## src/rtl/arb_pkg.sv

```systemverilog
// arb_pkg: shared types, defaults and the round-robin pick helper for rr_arbiter
package arb_pkg;
  typedef enum logic {ARB_IDLE, ARB_BUSY} arb_state_t;
  localparam int ARB_N_DEF = 8;
  localparam int ARB_HOLD_DEF = 16;
  // Sized for the widest arbiter; narrower ones zero-extend, which keeps the search order intact.
  function automatic logic [ARB_N_DEF-1:0] rr_pick(input logic [ARB_N_DEF-1:0] req, input logic [2:0] ptr);
    logic [ARB_N_DEF-1:0] g;
    logic [2:0] j;
    g = '0;
    for (int k = ARB_N_DEF - 1; k >= 0; k--) begin
      j = ptr + 3'(k);
      if (req[j]) g = ARB_N_DEF'(1) << j;
    end
    return g;
  endfunction
endpackage

```

## src/rtl/onehot2bin.sv

```systemverilog
// onehot2bin: one-hot to binary index encoder
module onehot2bin #(
  parameter int N = 8,
  parameter int IDXW = 3
) (
  input  logic [N-1:0]    onehot,
  output logic [IDXW-1:0] bin
);
  always_comb begin
    bin = '0;
    for (int i = 0; i < N; i++) bin |= {IDXW{onehot[i]}} & IDXW'(i);
  end
endmodule

```

## src/rtl/rr_arbiter.sv

```systemverilog
// rr_arbiter: round-robin arbiter with registered one-hot grant and hold-limit preemption
module rr_arbiter
  import arb_pkg::*;
#(
  parameter int N = ARB_N_DEF,
  parameter int IDXW = $clog2(N),
  parameter int MAX_HOLD = ARB_HOLD_DEF
) (
  input  logic            clk,
  input  logic            rst,
  input  logic [N-1:0]    req,
  output logic [N-1:0]    grant,
  output logic [IDXW-1:0] grant_idx,
  output logic            grant_vld,
  output logic            preempt
);
  localparam int HW = MAX_HOLD > 0 ? $clog2(MAX_HOLD + 1) : 1;
  arb_state_t state;
  logic [IDXW-1:0] ptr, nxt_idx;
  logic [HW-1:0] hold_cnt;
  logic [N-1:0] pick_idle, pick_next;
  logic rel, lim;
  onehot2bin #(.N(N), .IDXW(IDXW)) u_enc (.onehot(grant), .bin(grant_idx));
  assign grant_vld = |grant;
  assign nxt_idx = grant_idx + IDXW'(1);
  assign pick_idle = N'(rr_pick(ARB_N_DEF'(req), 3'(ptr)));
  assign pick_next = N'(rr_pick(ARB_N_DEF'(req), 3'(nxt_idx)));
  assign rel = state == ARB_BUSY && (req & grant) == '0;
  // Saturated counter still qualifies, so a late challenger preempts on its first pending edge.
  assign lim = MAX_HOLD != 0 && state == ARB_BUSY && !rel && hold_cnt >= HW'(MAX_HOLD - 1) && (req & ~grant) != '0;
  always_ff @(posedge clk or posedge rst) begin
    if (rst) begin
      state <= ARB_IDLE;
      ptr <= '0;
      hold_cnt <= '0;
      grant <= '0;
      preempt <= 1'b0;
    end else begin
      preempt <= lim;
      if (state == ARB_IDLE) begin
        if (|req) begin
          grant <= pick_idle;
          state <= ARB_BUSY;
          hold_cnt <= '0;
        end
      end else if (rel || lim) begin
        ptr <= nxt_idx;
        grant <= pick_next;
        hold_cnt <= '0;
        state <= |pick_next ? ARB_BUSY : ARB_IDLE;
      end else begin
        hold_cnt <= hold_cnt != HW'(MAX_HOLD) ? hold_cnt + HW'(1) : hold_cnt;
      end
    end
  end
endmodule

```

## config.mk

```make
export PLATFORM = sky130hd
export DESIGN_NAME = rr_arbiter
export DESIGN_NICKNAME = d
export VERILOG_FILES = /design/src/rtl/arb_pkg.sv /design/src/rtl/onehot2bin.sv /design/src/rtl/rr_arbiter.sv
export SDC_FILE = /design/constraint.sdc
export NUM_CORES = 1
export LEC_CHECK = 0
export CORE_MARGIN = 1.5
export CORE_UTILIZATION = 25
export DETAILED_ROUTE_END_ITERATION = 8
export PLACE_DENSITY_LB_ADDON = 0.25
export SYNTH_ARGS = -nofsm -noshare
export SYNTH_HDL_FRONTEND = slang
export SYNTH_SLANG_ARGS = --single-unit
```

## constraint.sdc

```tcl
create_clock -name clk -period 10.2 [get_ports clk]
set_input_delay 2.04 -clock clk [delete_from_list [all_inputs] [get_ports clk]]
set_output_delay 2.04 -clock clk [all_outputs]
set_load 0.01 [all_outputs]
```

======== Word level (Yosys, flattened, before mapping) ========
Index checks and enable logic that the tools add are counted.
word-level totals
  register bits ........................... 18
  input bits .............................. 10
  output and inout bits ................... 13
  logic and storage cells ................. 140
cells by class
  add/subtract/negate cells ............... 16
  order comparisons ....................... 17
  equality and inequality tests ........... 3
  shift operators ......................... 16
  mux-type cells .......................... 59
  bitwise operators ....................... 9
  reductions and logical operators ........ 15
operators with widths
  cell                 number
  $mux 8               19
  $shl 1x3->8 const A  16
  $lt 3x4->1 const B   16
  $bmux 1 s3           16
  $add 3x3->3 const B  8
  $reduce_or 8->1      3
  $mux 1               20
  $mux 5               4
  $and 8x8->8          2
  $add 3x2->3 const B  4
  $add 3x1->3 const B  3
  $or 3x3->3           3
  $logic_not 8->1      1
  $not 8->8            1
  $reduce_bool 8->1    1
  $reduce_and 2->1     3
  $add 5x1->5 const B  1
  $ge 5x4->1 const B   1
  $ne 5x5->1 const B   1
  $logic_and 1x1->1    4
  $ne 3x1->1 const B   1
  $or 2x3->3           1
  $ne 2x1->1 const B   1
  $or 1x2->2           1
  4 further kinds      4

======== Longest topological paths before layout ========
Gate-level depths: netlist of run 1.
  depth in word-level cells ............... 22
  depth in mapped cells ................... 15
  mapped depth without buffers ............ 13

======== Modules after synthesis ========
Synthesis of run 1 repeated with hierarchy kept, for this count alone.
unflattened totals
  cells, all modules ...................... 474
  area total of the unflattened synthesis .. 3671.0 µm²
modules (own cells, without submodules)
  module      instances  cells an instance  area each (µm²)  seq. area each (µm²)
  rr_arbiter  1          471                3648.5           450.4
  onehot2bin  1          3                  22.5             0.0

======== Least setup slack after synthesis of run 1 ========
No wires, ideal clock.
  kind .................................... flip-flop to flip-flop
  start ................................... register grant[2]
  end ..................................... register state
  setup time .............................. 0.137 ns
  arrival time ............................ 4.468 ns
  data required time ...................... 10.063 ns
  slack ................................... 5.595 ns
  stages on the path, launching flop included .. 15
  path buffers ............................ 1
  period minus slack after synthesis ...... 4.605 ns
  cells stage by stage .................... dfrtp_1 nor4_2 inv_1 ha_1 ha_1 inv_1 ha_1 clkbuf_1 mux2i_1 and2_1 a221o_1 a31o_1 or4_1 nor4b_2 a32oi_1
on the way
  longest elaborated chain between the ends .. 22
  elaborated cells on any way between the ends .. 61
  classes of those cells .................. 8 x add/sub; 8 x shift; 27 x mux; 9 x bitwise; 9 x reduce/logical
RTL lines
  item                          RTL line          RTL
  start, declared               rr_arbiter.sv:12  output logic [N-1:0] grant,
  start signal, assigned        rr_arbiter.sv:42  grant <= pick_idle;
  start signal, assigned        rr_arbiter.sv:48  grant <= pick_next;
  $or 1x2->2 (*)                onehot2bin.sv:11  for (int i = 0; i < N; i++) bin |= {IDXW{onehot[i]}} & IDXW'(i);
  $or 2x2->2 (*)                onehot2bin.sv:11
  $or 2x3->3 (*)                onehot2bin.sv:11
  $or 3x3->3 (*) (3 in a row)   onehot2bin.sv:11
  via grant_idx[1]              rr_arbiter.sv:13  output logic [IDXW-1:0] grant_idx,
  $add 3x1->3 (*)               rr_arbiter.sv:25  assign nxt_idx = grant_idx + IDXW'(1);
  via nxt_idx[2]                rr_arbiter.sv:19  logic [IDXW-1:0] ptr, nxt_idx;
  $add 3x3->3                   arb_pkg.sv:12     j = ptr + 3'(k);
  $bmux 1 s3                    arb_pkg.sv:13     if (req[j]) g = ARB_N_DEF'(1) << j;
  $mux 1 (not written as such)  arb_pkg.sv:13
  $mux 8 (7 in a row)           arb_pkg.sv:13
  $mux 8 (*)                    arb_pkg.sv:13
  $reduce_or 8->1 (*)           rr_arbiter.sv:50  state <= |pick_next ? ARB_BUSY : ARB_IDLE;
  $mux 1 (*)                    rr_arbiter.sv:50
  $mux 1 (*)                    rr_arbiter.sv:46  end else if (rel || lim) begin
  $mux 1 (*)                    rr_arbiter.sv:40  if (state == ARB_IDLE) begin
  end signal, assigned          rr_arbiter.sv:50
  end, declared                 rr_arbiter.sv:18  arb_state_t state;
Mark *: on every way through the listed nets, which the timed path passes. The rest lies on a longest branch. The select of a mux whose other input is x is not followed.
A chain may end at the register's enable or synchronous reset.

======== Final worst setup path of run 1 ========
  start ................................... register grant[3]
  end ..................................... register state
on the way
  longest elaborated chain between the ends .. 21
  elaborated cells on any way between the ends .. 60
  classes of those cells .................. 8 x add/sub; 8 x shift; 27 x mux; 8 x bitwise; 9 x reduce/logical
RTL lines
  item                          RTL line
  $or 2x2->2 (*)                onehot2bin.sv:11
  $or 2x3->3 (*)                onehot2bin.sv:11
  $or 3x3->3 (*) (3 in a row)   onehot2bin.sv:11
  $add 3x1->3 (*)               rr_arbiter.sv:25
  via nxt_idx[2]                rr_arbiter.sv:19
  $add 3x3->3                   arb_pkg.sv:12
  $bmux 1 s3                    arb_pkg.sv:13
  $mux 1 (not written as such)  arb_pkg.sv:13
  $mux 8 (7 in a row)           arb_pkg.sv:13
  $mux 8 (*)                    arb_pkg.sv:13
  $reduce_or 8->1 (*)           rr_arbiter.sv:50
  $mux 1 (*)                    rr_arbiter.sv:50
  $mux 1 (*)                    rr_arbiter.sv:46
  $mux 1 (*)                    rr_arbiter.sv:40
Marked as above.

==> tab_implementation.tex, run 1 <==
\begin{tabular}{lr}
\hline
Metric & Value \\
\hline
\multicolumn{2}{l}{\textbf{Hold path}} \\
\quad Worst Hold Class & reg2reg \\
\quad Worst min-delay path endpoint & hold\_cnt[2] \\
\quad Hold Path Origin & hold\_cnt[2] \\
\quad Depth of the worst hold-timing path & 1 \\
\multicolumn{2}{l}{\textbf{CTS}} \\
\quad CTS hold repair buffers & 0 \\
\quad Number of buffers inserted to repair setup after CTS & 0 \\
\quad Source-to-sink clock delay at the later pin of the worst-skew pair & 250 ps \\
\quad TritonCTS clock tree & yes \\
\quad H-tree depth & 1 \\
\quad Count of clock tree sinks & 18 \\
\quad Clock transition at path regs & 60 ps \\
\quad Clock tree root driver cell & clkbuf\_16 \\
\quad Buffer levels on the longest clock path & 2 \\
\quad Resize count post-CTS & 0 \\
\quad Total CTS buffers & 3 \\
\multicolumn{2}{l}{\textbf{Floorplan}} \\
\quad Die span in y & 122 um \\
\quad Number of cell rows & 43 \\
\quad Area of the die & 14,900 um2 \\
\quad Starting density of the core & 25.5\% \\
\quad Core region area & 13,900 um2 \\
\quad Die W & 122 um \\
\quad Count of pins on the block boundary & 23 \\
\multicolumn{2}{l}{\textbf{Placed design}} \\
\quad GPL Wtd Cong & 0.919 \\
\quad Count of buffers inserted at the top-level ports & 22 \\
\quad Worst setup timing slack at the placement stage & 4310 ps \\
\quad Cell area after placement & 3850 um2 \\
\quad Post-detailed-placement half-perimeter wirelength & 9.54 mm \\
\multicolumn{2}{l}{\textbf{Synth}} \\
\quad Library cell with the highest instance count after synthesis & nand2\_1 \\
\quad Number of cells produced by synthesis & 449 \\
\quad Multiplexer share of the synthesized area & 17.2\% \\
\quad Simple logic cell fraction of the synthesized area & 23.5\% \\
\quad Number of distinct standard cells referenced by the synthesized netlist & 62 \\
\quad Combined area of all synthesized cells & 3540 um2 \\
\quad Leading area contributor after synthesis & mux4\_2 \\
\quad Area share of the leading cell type in the synthesized netlist & 14.0\% \\
\quad Average cell area after synthesis & 7.89 um2 \\
\quad Primary FF master, synth & dfrtp\_1 \\
\quad Synth Register Bits & 18 \\
\quad Number of enable-type register cells in the synthesized netlist & 0 \\
\quad Synth Area in XOR/XNOR & 0.247\% \\
\quad Register area share after synthesis & 12.7\% \\
\quad Dominant combinational cell family by area after synthesis & compound AO/OA/AOI/OAI gates \\
\quad Adder and majority cell fraction of the synthesized area & 9.53\% \\
\quad Complex-gate fraction of the synthesized area & 30.2\% \\
\quad Top cells by count, synth & nand2\_1, o21ai\_0, ha\_1 \\
\quad Count of synthesis-stage warnings from yosys & 0 \\
\quad Syn nets & 486 \\
\quad Top cells by area, synth & mux4\_2, dfrtp\_1, ha\_1 \\
\quad Post-synthesis async set-or-reset flop share & 100\% \\
\multicolumn{2}{l}{\textbf{Worst setup path}} \\
\quad Largest fanout on the critical path & 22 \\
\quad Sort of element at the start of the critical path & register \\
\quad Startpoint of the lowest-slack register-to-register path & grant[3] \\
\quad Worst flop-to-flop path endpoint & state \\
\quad R2r worst-path depth & 13 \\
\quad Data arrival time of the critical path & 6060 ps \\
\quad Setup slack, reg-to-reg & 4260 ps \\
\quad Type of element capturing the critical path & register \\
\quad Data required, critical path & 10,320 ps \\
\quad Path type of the worst setup path & reg2reg \\
\multicolumn{2}{l}{\textbf{Run}} \\
\quad Max-cap viol count & 0 \\
\multicolumn{2}{l}{\textbf{Timing}} \\
\quad Setup tns final & 0 ps \\
\quad Maximum frequency from static timing analysis & 0.168 GHz \\
\quad Setup violators final & 0 \\
\quad Final worst clock skew & 1.24 ps \\
\quad Worst-case headroom to the max-slew limit & 26.8\% \\
\quad Hold violation count in the final report & 0 \\
\quad Worst-margin pin slew & 1090 ps \\
\quad Share of the clock period used by the worst path & 58.2\% \\
\quad Max-slew violation total from the final report & 0 \\
\quad Min Tclk post-route & 5940 ps \\
\quad Slack of the critical path & 4260 ps \\
\quad Unrepaired setup endpoints after global routing & no \\
\multicolumn{2}{l}{\textbf{Global route}} \\
\quad Total overflow reported by the global router & 0 \\
\quad Largest net degree at the start of global routing & 23 \\
\quad Wire length of the first global-routing pass & 20.5 mm \\
\quad Via count of the first global-routing pass & 3,658 \\
\quad Initial antenna violation count & 0 \\
\quad Overall track demand over capacity in global routing & 17.5\% \\
\multicolumn{2}{l}{\textbf{Detailed routing}} \\
\quad Number of optimization iterations in the first detailed-route pass & 7 \\
\quad Number of routed nets with antenna violations & 0 \\
\quad Detailed-route wire length per cell & 21.1 um \\
\quad Residual DRC count & 0 \\
\quad Total wire length after detailed routing & 13.1 mm \\
\quad Number of vias after detailed routing & 3,879 \\
\quad Initial DRC count & 462 \\
\quad Via count normalized by instance count & 6.24 \\
\multicolumn{2}{l}{\textbf{Cells and area}} \\
\quad Layout cell share with drive strength beyond 1 & 8.60\% \\
\quad Fill cells & 1,507 \\
\quad Final net count & 480 \\
\quad Finished Core Util & 28.4\% \\
\quad Diodes inserted & 0 \\
\quad Area Growth Syn to Fin & 11.2\% \\
\quad Design area & 3940 um2 \\
\multicolumn{2}{l}{\textbf{Outcome}} \\
\quad Outcome & completed \\
\hline
\end{tabular}
## final cells by class
class / instances / area, um2 / share of cell area (%)
repair buffers: 22 / 220 / 5.59
well taps: 180 / 225 / 5.71
inverters: 26 / 98.8 / 2.51
clock buffers: 4 / 88.8 / 2.25
multi-input cells: 372 / 2860 / 72.5
flip-flops and latches: 18 / 450 / 11.4
## cell families after synthesis
family	Yosys count
XOR/XNOR	1
multiplexers	33
AND/OR/NAND/NOR	163
buffers and inverters	59
flip-flops	18
adder cells (fa/ha/maj)	27
AO/OA/AOI/OAI	148
## cell usage in the layout, fill, tap and decap left out, drive strengths merged, types with 5 or more instances in the layout
cell,count
a22oi,9
and2,16
mux4,22
nand2,50
mux2i,8
nor4,7
a32o,5
nand2b,7
o211ai,12
clkdlybuf4s50,22
and3,5
nor2b,14
inv,25
nand3,16
a22o,7
o22ai,5
a31oi,8
nor3,8
nor2,24
o2111ai,5
nand4,5
ha,27
a21oi,16
a32oi,5
a221oi,13
o21ai,30
dfrtp,18
## how the worst max path moves through the flow
stage,from,end,cells after the start
finish,grant[3],state,13
global route,grant[3],state,13
CTS,grant[2],state,13
detailed placement,grant[2],state,13
global placement,grant[2],state,13
floorplan,grant[2],state,14
## sequential cells by signal, indices dropped and copies added, names as in the netlist
register	flops
state	1
hold_cnt	5
grant	8
ptr	3
preempt	1
## per-layer routing
layer | part of all wire, % | vias up | wire length, um | track usage, %
met3 | 8.7 | 30 | 1150 | 4.03
met5 | 0 | - | 0 | 0
met4 | 2.3 | 0 | 300 | 4.00
met1 | 45 | 1894 | 5970 | 25.1
li1 | - | 1736 | - | -
met2 | 43 | 219 | 5710 | 26.6
## through the flow
step / hold WS, ps / cells
2_1_floorplan: 479 / 449
3_3_place_gp: 530 / 618
3_5_place_dp: 529 / 618
4_1_cts: 537 / 622
5_1_grt: 573 / 622
6_report: 540 / 622
## worst max-delay path, cell delays in order, from the launching register on
cell and delay (ps):
dfrtp_1 490, nor4_2 740, inv_1 290, ha_1 400
ha_1 830, inv_1 370, ha_1 660, mux2i_1 250
and2_1 230, a221o_1 400, a31o_1 230, or4_1 520
nor4b_2 260, a32oi_1 120
Power of run 1 is not shown: default switching activity piles up to over one toggle a cycle in this logic, so the estimate is an artifact.
==> run 2: changes to the inputs <==
==> constraint.sdc (replaced) <==
create_clock -name clk -period 5.9 [get_ports clk]
set_input_delay 1.18 -clock clk [delete_from_list [all_inputs] [get_ports clk]]
set_output_delay 1.18 -clock clk [all_outputs]
set_load 0.01 [all_outputs]
==> run 2 against run 1 <==
  * Sequential share of layout area decreased by 0.065 points
  * Sequential cell count unchanged
  * Clock-buffer cell count stayed put
  * Cell count grew 0.48%
  * Global-route usage grew 0.070 points
  * Fmax grew 19%
  * Non-clock buffer count rose by 3
  * Worst hold slack got worse by 8.6 ps
  * Cell area up 0.57%
  * First-iteration DRC count down 10%
  * Routed wire length shrank 1.1%
  * Critical path depth fell by 1
  * Highest routed layer unchanged
==> tab_implementation.tex, run 2 (same netlist as run 1, synthesis figures left out) <==
\begin{tabular}{lr}
\hline
Metric & Value \\
\hline
\multicolumn{2}{l}{\textbf{Outcome}} \\
\quad Outcome & completed \\
\multicolumn{2}{l}{\textbf{Floorplan}} \\
\quad Die span in y & 122 um \\
\quad Number of cell rows & 43 \\
\quad Count of pins on the block boundary & 23 \\
\quad Core region area & 13,900 um2 \\
\quad Starting density of the core & 25.5\% \\
\quad Die W & 122 um \\
\quad Area of the die & 14,900 um2 \\
\multicolumn{2}{l}{\textbf{Worst setup path}} \\
\quad Path type of the worst setup path & reg2reg \\
\quad R2r worst-path depth & 12 \\
\quad Setup slack, reg-to-reg & 900 ps \\
\quad Startpoint of the lowest-slack register-to-register path & grant[3] \\
\quad Data required, critical path & 6020 ps \\
\quad Sort of element at the start of the critical path & register \\
\quad Largest fanout on the critical path & 11 \\
\quad Type of element capturing the critical path & register \\
\quad Data arrival time of the critical path & 5120 ps \\
\quad Worst flop-to-flop path endpoint & state \\
\multicolumn{2}{l}{\textbf{Global route}} \\
\quad Routing usage on met1 & 27.0\% \\
\quad Global routing met3 resource utilization & 2.48\% \\
\quad Global Route met2 Usage & 26.2\% \\
\quad Largest net degree at the start of global routing & 19 \\
\quad Initial antenna violation count & 0 \\
\quad Via count of the first global-routing pass & 3,628 \\
\quad Overall track demand over capacity in global routing & 17.6\% \\
\quad Wire length of the first global-routing pass & 20.8 mm \\
\quad Total overflow reported by the global router & 0 \\
\quad Global-route layer with the greatest usage & met1 \\
\multicolumn{2}{l}{\textbf{Placed design}} \\
\quad Post-detailed-placement half-perimeter wirelength & 9.55 mm \\
\quad GPL Wtd Cong & 0.957 \\
\quad Count of buffers inserted at the top-level ports & 22 \\
\quad Worst setup timing slack at the placement stage & 1010 ps \\
\quad Cell area after placement & 3870 um2 \\
\multicolumn{2}{l}{\textbf{Timing}} \\
\quad Hold violation count in the final report & 0 \\
\quad Worst-margin pin slew & 1080 ps \\
\quad Maximum frequency from static timing analysis & 0.200 GHz \\
\quad Min Tclk post-route & 5000 ps \\
\quad Setup violators final & 0 \\
\quad Unrepaired setup endpoints after global routing & no \\
\quad Worst-case headroom to the max-slew limit & 27.4\% \\
\quad Slack of the critical path & 902 ps \\
\quad Max-slew violation total from the final report & 0 \\
\quad Hold WS & 532 ps \\
\quad Final worst clock skew & 5.06 ps \\
\quad Share of the clock period used by the worst path & 84.7\% \\
\quad Setup tns final & 0 ps \\
\multicolumn{2}{l}{\textbf{CTS}} \\
\quad Number of buffers inserted to repair setup after CTS & 0 \\
\quad Source-to-sink clock delay at the later pin of the worst-skew pair & 260 ps \\
\quad Total CTS buffers & 3 \\
\quad Clock tree root driver cell & clkbuf\_16 \\
\quad Buffer levels on the longest clock path & 2 \\
\quad TritonCTS clock tree & yes \\
\quad Count of clock tree sinks & 18 \\
\quad CTS hold repair buffers & 0 \\
\quad H-tree depth & 1 \\
\quad Resize count post-CTS & 0 \\
\quad Clock transition at path regs & 60 ps \\
\multicolumn{2}{l}{\textbf{Cells and area}} \\
\quad Layout cell share with drive strength beyond 1 & 9.21\% \\
\quad Regs by FF count & grant: 8 flops, hold\_cnt: 5 flops, ptr: 3 flops \\
\quad Area Growth Syn to Fin & 11.9\% \\
\quad Max FFs per register & 8 \\
\quad Register with the most flip-flops & grant \\
\quad Final net count & 483 \\
\quad Most common cell after layout, fill and taps aside & nand2\_1 \\
\quad Diodes inserted & 0 \\
\quad Leading cell types in the layout, fill and taps excluded & nand2\_1, o21ai\_0, ha\_1 \\
\quad Design area & 3960 um2 \\
\multicolumn{2}{l}{\textbf{Detailed routing}} \\
\quad Detailed-route wire length per cell & 20.8 um \\
\quad Number of optimization iterations in the first detailed-route pass & 8 \\
\quad Total wire length after detailed routing & 13.0 mm \\
\quad Initial DRC count & 415 \\
\quad Via count normalized by instance count & 6.16 \\
\quad Residual DRC count & 0 \\
\quad Number of routed nets with antenna violations & 0 \\
\quad Number of vias after detailed routing & 3,852 \\
\multicolumn{2}{l}{\textbf{Hold path}} \\
\quad Depth of the worst hold-timing path & 1 \\
\quad Hold Path Origin & hold\_cnt[2] \\
\quad Worst min-delay path endpoint & hold\_cnt[2] \\
\quad Worst Hold Class & reg2reg \\
\multicolumn{2}{l}{\textbf{Run}} \\
\quad Max-cap viol count & 0 \\
\hline
\end{tabular}
run 2: changes by cell type in the layout (fill, tap and decap cells not counted), sizes merged:
cell  change
buf       +3
run 2: layer usage:
metal	up-vias	routed length, um	share of wire [%]
met3	20	1060	8.1
met4	0	256	2.0
met2	218	5550	43
met5	-	0	0
li1	1734	-	-
met1	1880	6120	47
run 2: final cells by class:
type                       count  area [um2]
fill                        1492        9920
multi-input combinational    372        2860
timing repair buffer          25         243
clock buffer                   4        88.8
inverter                      26        98.8
tap                          180         225
sequential                    18         450
run 2: worst max-delay path, cell delays in order, from the launching register on:
cell,delay [ps]
dfrtp_1,460
or4_1,750
ha_1,400
ha_1,490
inv_1,220
ha_1,460
nand2b_1,250
o21ai_0,310
a2111oi_0,150
a2111o_1,410
or4_1,570
nor4b_2,260
a32oi_1,120
run 2: worst max path at each step:
stage,depth (start not counted),to,from,slack (ps)
after floorplan,14,state,grant[2],1300
after global placement,12,state,grant[3],1120
after detailed placement,12,state,grant[3],1010
after CTS,12,state,grant[3],1000
after global routing,12,state,grant[3],700
final,12,state,grant[3],900
run 2: through the flow:
step | instances | utilization (%)
after detailed placement | 621 | 27.9
after global routing | 625 | 28.6
after CTS | 625 | 28.6
final | 625 | 28.6
after floorplan | 449 | -
after global placement | 621 | 27.9
Power of run 2 is left out for the same reason.
==> run 3: changes to the inputs <==
==> constraint.sdc (replaced) <==
create_clock -name clk -period 4.71 [get_ports clk]
set_input_delay 0.942 -clock clk [delete_from_list [all_inputs] [get_ports clk]]
set_output_delay 0.942 -clock clk [all_outputs]
set_load 0.01 [all_outputs]
==> run 3 against run 2 <==
  * Sequential cell count stayed put
  * Fmax increased by 14%
  * Worst setup slack worse by 560 ps
  * Core utilization is 1.2 points higher
  * Sequential share of layout area decreased by 0.45 points
  * Non-clock buffer count is 22 higher
  * Via count grew 2.5%
  * First-iteration DRC count up 50%
  * Cell area rose by 4.2%
  * Cell count rose by 3.5%
  * Worst hold slack improved by 1.4 ps
  * Highest routed layer unchanged
==> tab_implementation.tex, run 3 (same netlist as run 1, synthesis figures left out) <==
\begin{tabular}{lr}
\hline
Metric & Value \\
\hline
\multicolumn{2}{l}{\textbf{Hold path}} \\
\quad Worst Hold Class & reg2reg \\
\multicolumn{2}{l}{\textbf{Cells and area}} \\
\quad Final net count & 505 \\
\quad Layout cell share with drive strength beyond 1 & 13.5\% \\
\quad Area Growth Syn to Fin & 16.5\% \\
\quad Most common cell after layout, fill and taps aside & nand2\_1 \\
\quad Register with the most flip-flops & grant \\
\quad Diodes inserted & 0 \\
\quad Max FFs per register & 8 \\
\quad Regs by FF count & grant: 8 flops, hold\_cnt: 5 flops, ptr: 3 flops \\
\quad Leading cell types in the layout, fill and taps excluded & nand2\_1, o21ai\_0, ha\_1 \\
\multicolumn{2}{l}{\textbf{Timing}} \\
\quad Unrepaired setup endpoints after global routing & no \\
\quad Share of the clock period used by the worst path & 92.8\% \\
\quad Min Tclk post-route & 4370 ps \\
\quad Worst-margin pin slew & 752 ps \\
\quad Final worst clock skew & 2.81 ps \\
\quad Max-slew violation total from the final report & 0 \\
\quad Hold violation count in the final report & 0 \\
\quad Worst-case headroom to the max-slew limit & 49.8\% \\
\quad Maximum frequency from static timing analysis & 0.229 GHz \\
\quad Setup violators final & 0 \\
\quad Setup tns final & 0 ps \\
\multicolumn{2}{l}{\textbf{Worst setup path}} \\
\quad Type of element capturing the critical path & register \\
\quad Max stage delay cell, worst path & ha\_1 \\
\quad Largest fanout on the critical path & 15 \\
\quad Cells traversed along the worst timing path & or4\_1 > buf\_4 > ha\_1 > mux4\_2 > a32o\_1 > a31oi\_1 > a2111oi\_0 > a2111o\_1 > or4\_1 > nor4b\_2 > a32oi\_1 \\
\quad Worst path bufs/invs & 1 \\
\quad Sort of element at the start of the critical path & register \\
\quad Critical path's top delay family & simple AND/OR/NAND/NOR gates \\
\quad Peak per-stage delay on the critical path & 670 ps \\
\quad Library cell appearing most often on the critical path & or4\_1 \\
\quad Path type of the worst setup path & reg2reg \\
\quad Data required, critical path & 4830 ps \\
\quad Data arrival time of the critical path & 4490 ps \\
\multicolumn{2}{l}{\textbf{Detailed routing}} \\
\quad Via count normalized by instance count & 6.10 \\
\quad Total wire length after detailed routing & 12.9 mm \\
\quad Number of routed nets with antenna violations & 0 \\
\quad Residual DRC count & 0 \\
\quad Initial DRC count & 624 \\
\quad Detailed-route wire length per cell & 20.0 um \\
\quad Number of optimization iterations in the first detailed-route pass & 5 \\
\quad Number of vias after detailed routing & 3,947 \\
\multicolumn{2}{l}{\textbf{Floorplan}} \\
\quad Die W & 122 um \\
\quad Die span in y & 122 um \\
\quad Number of cell rows & 43 \\
\quad Area of the die & 14,900 um2 \\
\quad Count of pins on the block boundary & 23 \\
\quad Core region area & 13,900 um2 \\
\quad Starting density of the core & 25.5\% \\
\multicolumn{2}{l}{\textbf{CTS}} \\
\quad Resize count post-CTS & 0 \\
\quad CTS hold repair buffers & 0 \\
\quad Count of clock tree sinks & 18 \\
\quad Number of buffers inserted to repair setup after CTS & 0 \\
\quad Clock transition at path regs & 60 ps \\
\quad Source-to-sink clock delay at the later pin of the worst-skew pair & 250 ps \\
\quad H-tree depth & 1 \\
\quad Clock tree root driver cell & clkbuf\_16 \\
\quad Total CTS buffers & 3 \\
\quad Buffer levels on the longest clock path & 2 \\
\quad TritonCTS clock tree & yes \\
\multicolumn{2}{l}{\textbf{Outcome}} \\
\quad Outcome & completed \\
\multicolumn{2}{l}{\textbf{Placed design}} \\
\quad Post-detailed-placement half-perimeter wirelength & 9.84 mm \\
\quad Count of buffers inserted at the top-level ports & 22 \\
\quad GPL Wtd Cong & 0.955 \\
\multicolumn{2}{l}{\textbf{Global route}} \\
\quad Wire length of the first global-routing pass & 20.6 mm \\
\quad Via count of the first global-routing pass & 3,543 \\
\quad Total overflow reported by the global router & 0 \\
\quad Largest net degree at the start of global routing & 22 \\
\quad Initial antenna violation count & 0 \\
\quad Overall track demand over capacity in global routing & 17.6\% \\
\multicolumn{2}{l}{\textbf{Run}} \\
\quad Max-cap viol count & 0 \\
\hline
\end{tabular}
==> run 3: changes by cell type in the layout (fill, tap and decap cells not counted), sizes merged <==
cell  previous run  this run
buf              3        25
==> run 3: area by class of cell <==
cell class | count | area, um2
fillers | 1517 | 9750
flip-flops and latches | 18 | 450
well taps | 180 | 225
inverters | 26 | 98.8
multi-input cells | 372 | 2860
repair buffers | 47 | 408
clock buffers | 4 | 88.8
==> run 3: worst paths after layout <==
path / startpoint / endpoint / slack (ps) / cells after the start
worst min register to register: hold_cnt[2] / hold_cnt[2] / 530 / 1
max in group asynchronous: rst / ptr[1] / 3120 / 2
worst max register to register: grant[3] / state / 340 / 11
worst min-delay path: hold_cnt[2] / hold_cnt[2] / 530 / 1
min in group asynchronous: rst / hold_cnt[0] / 1120 / 2
worst max-delay path: grant[3] / state / 340 / 11
==> run 3: worst register-to-register path, cell delays in order, from the launching register on <==
cell and delay, ps:
dfrtp_1 470, or4_1 560, buf_4 200, ha_1 670, mux4_2 520, a32o_1 250
a31oi_1 130, a2111oi_0 130, a2111o_1 390, or4_1 550, nor4b_2 260, a32oi_1 120
==> run 3: stage by stage <==
stage	hold slack, ps	cell area (um2)	cells	setup WS, ps	util (%)
floorplan	479	3540	449	105	-
global placement	515	4040	643	382	29.1
detailed placement	525	4040	643	364	29.1
CTS	530	4130	647	340	29.7
global route	571	4130	647	67.9	29.7
finish	533	4130	647	338	29.7
==> run 3: layer usage <==
layer / routed length, um / track usage (%) / vias to the layer above / part of all wire (%)
li1: - / - / 1786 / -
met1: 6040 / 26.7 / 1889 / 47
met2: 5480 / 26.1 / 246 / 42
met3: 1140 / 2.53 / 26 / 8.8
met4: 272 / 3.56 / 0 / 2.1
met5: 0 / 0 / - / 0
Power of run 3 is left out for the same reason.
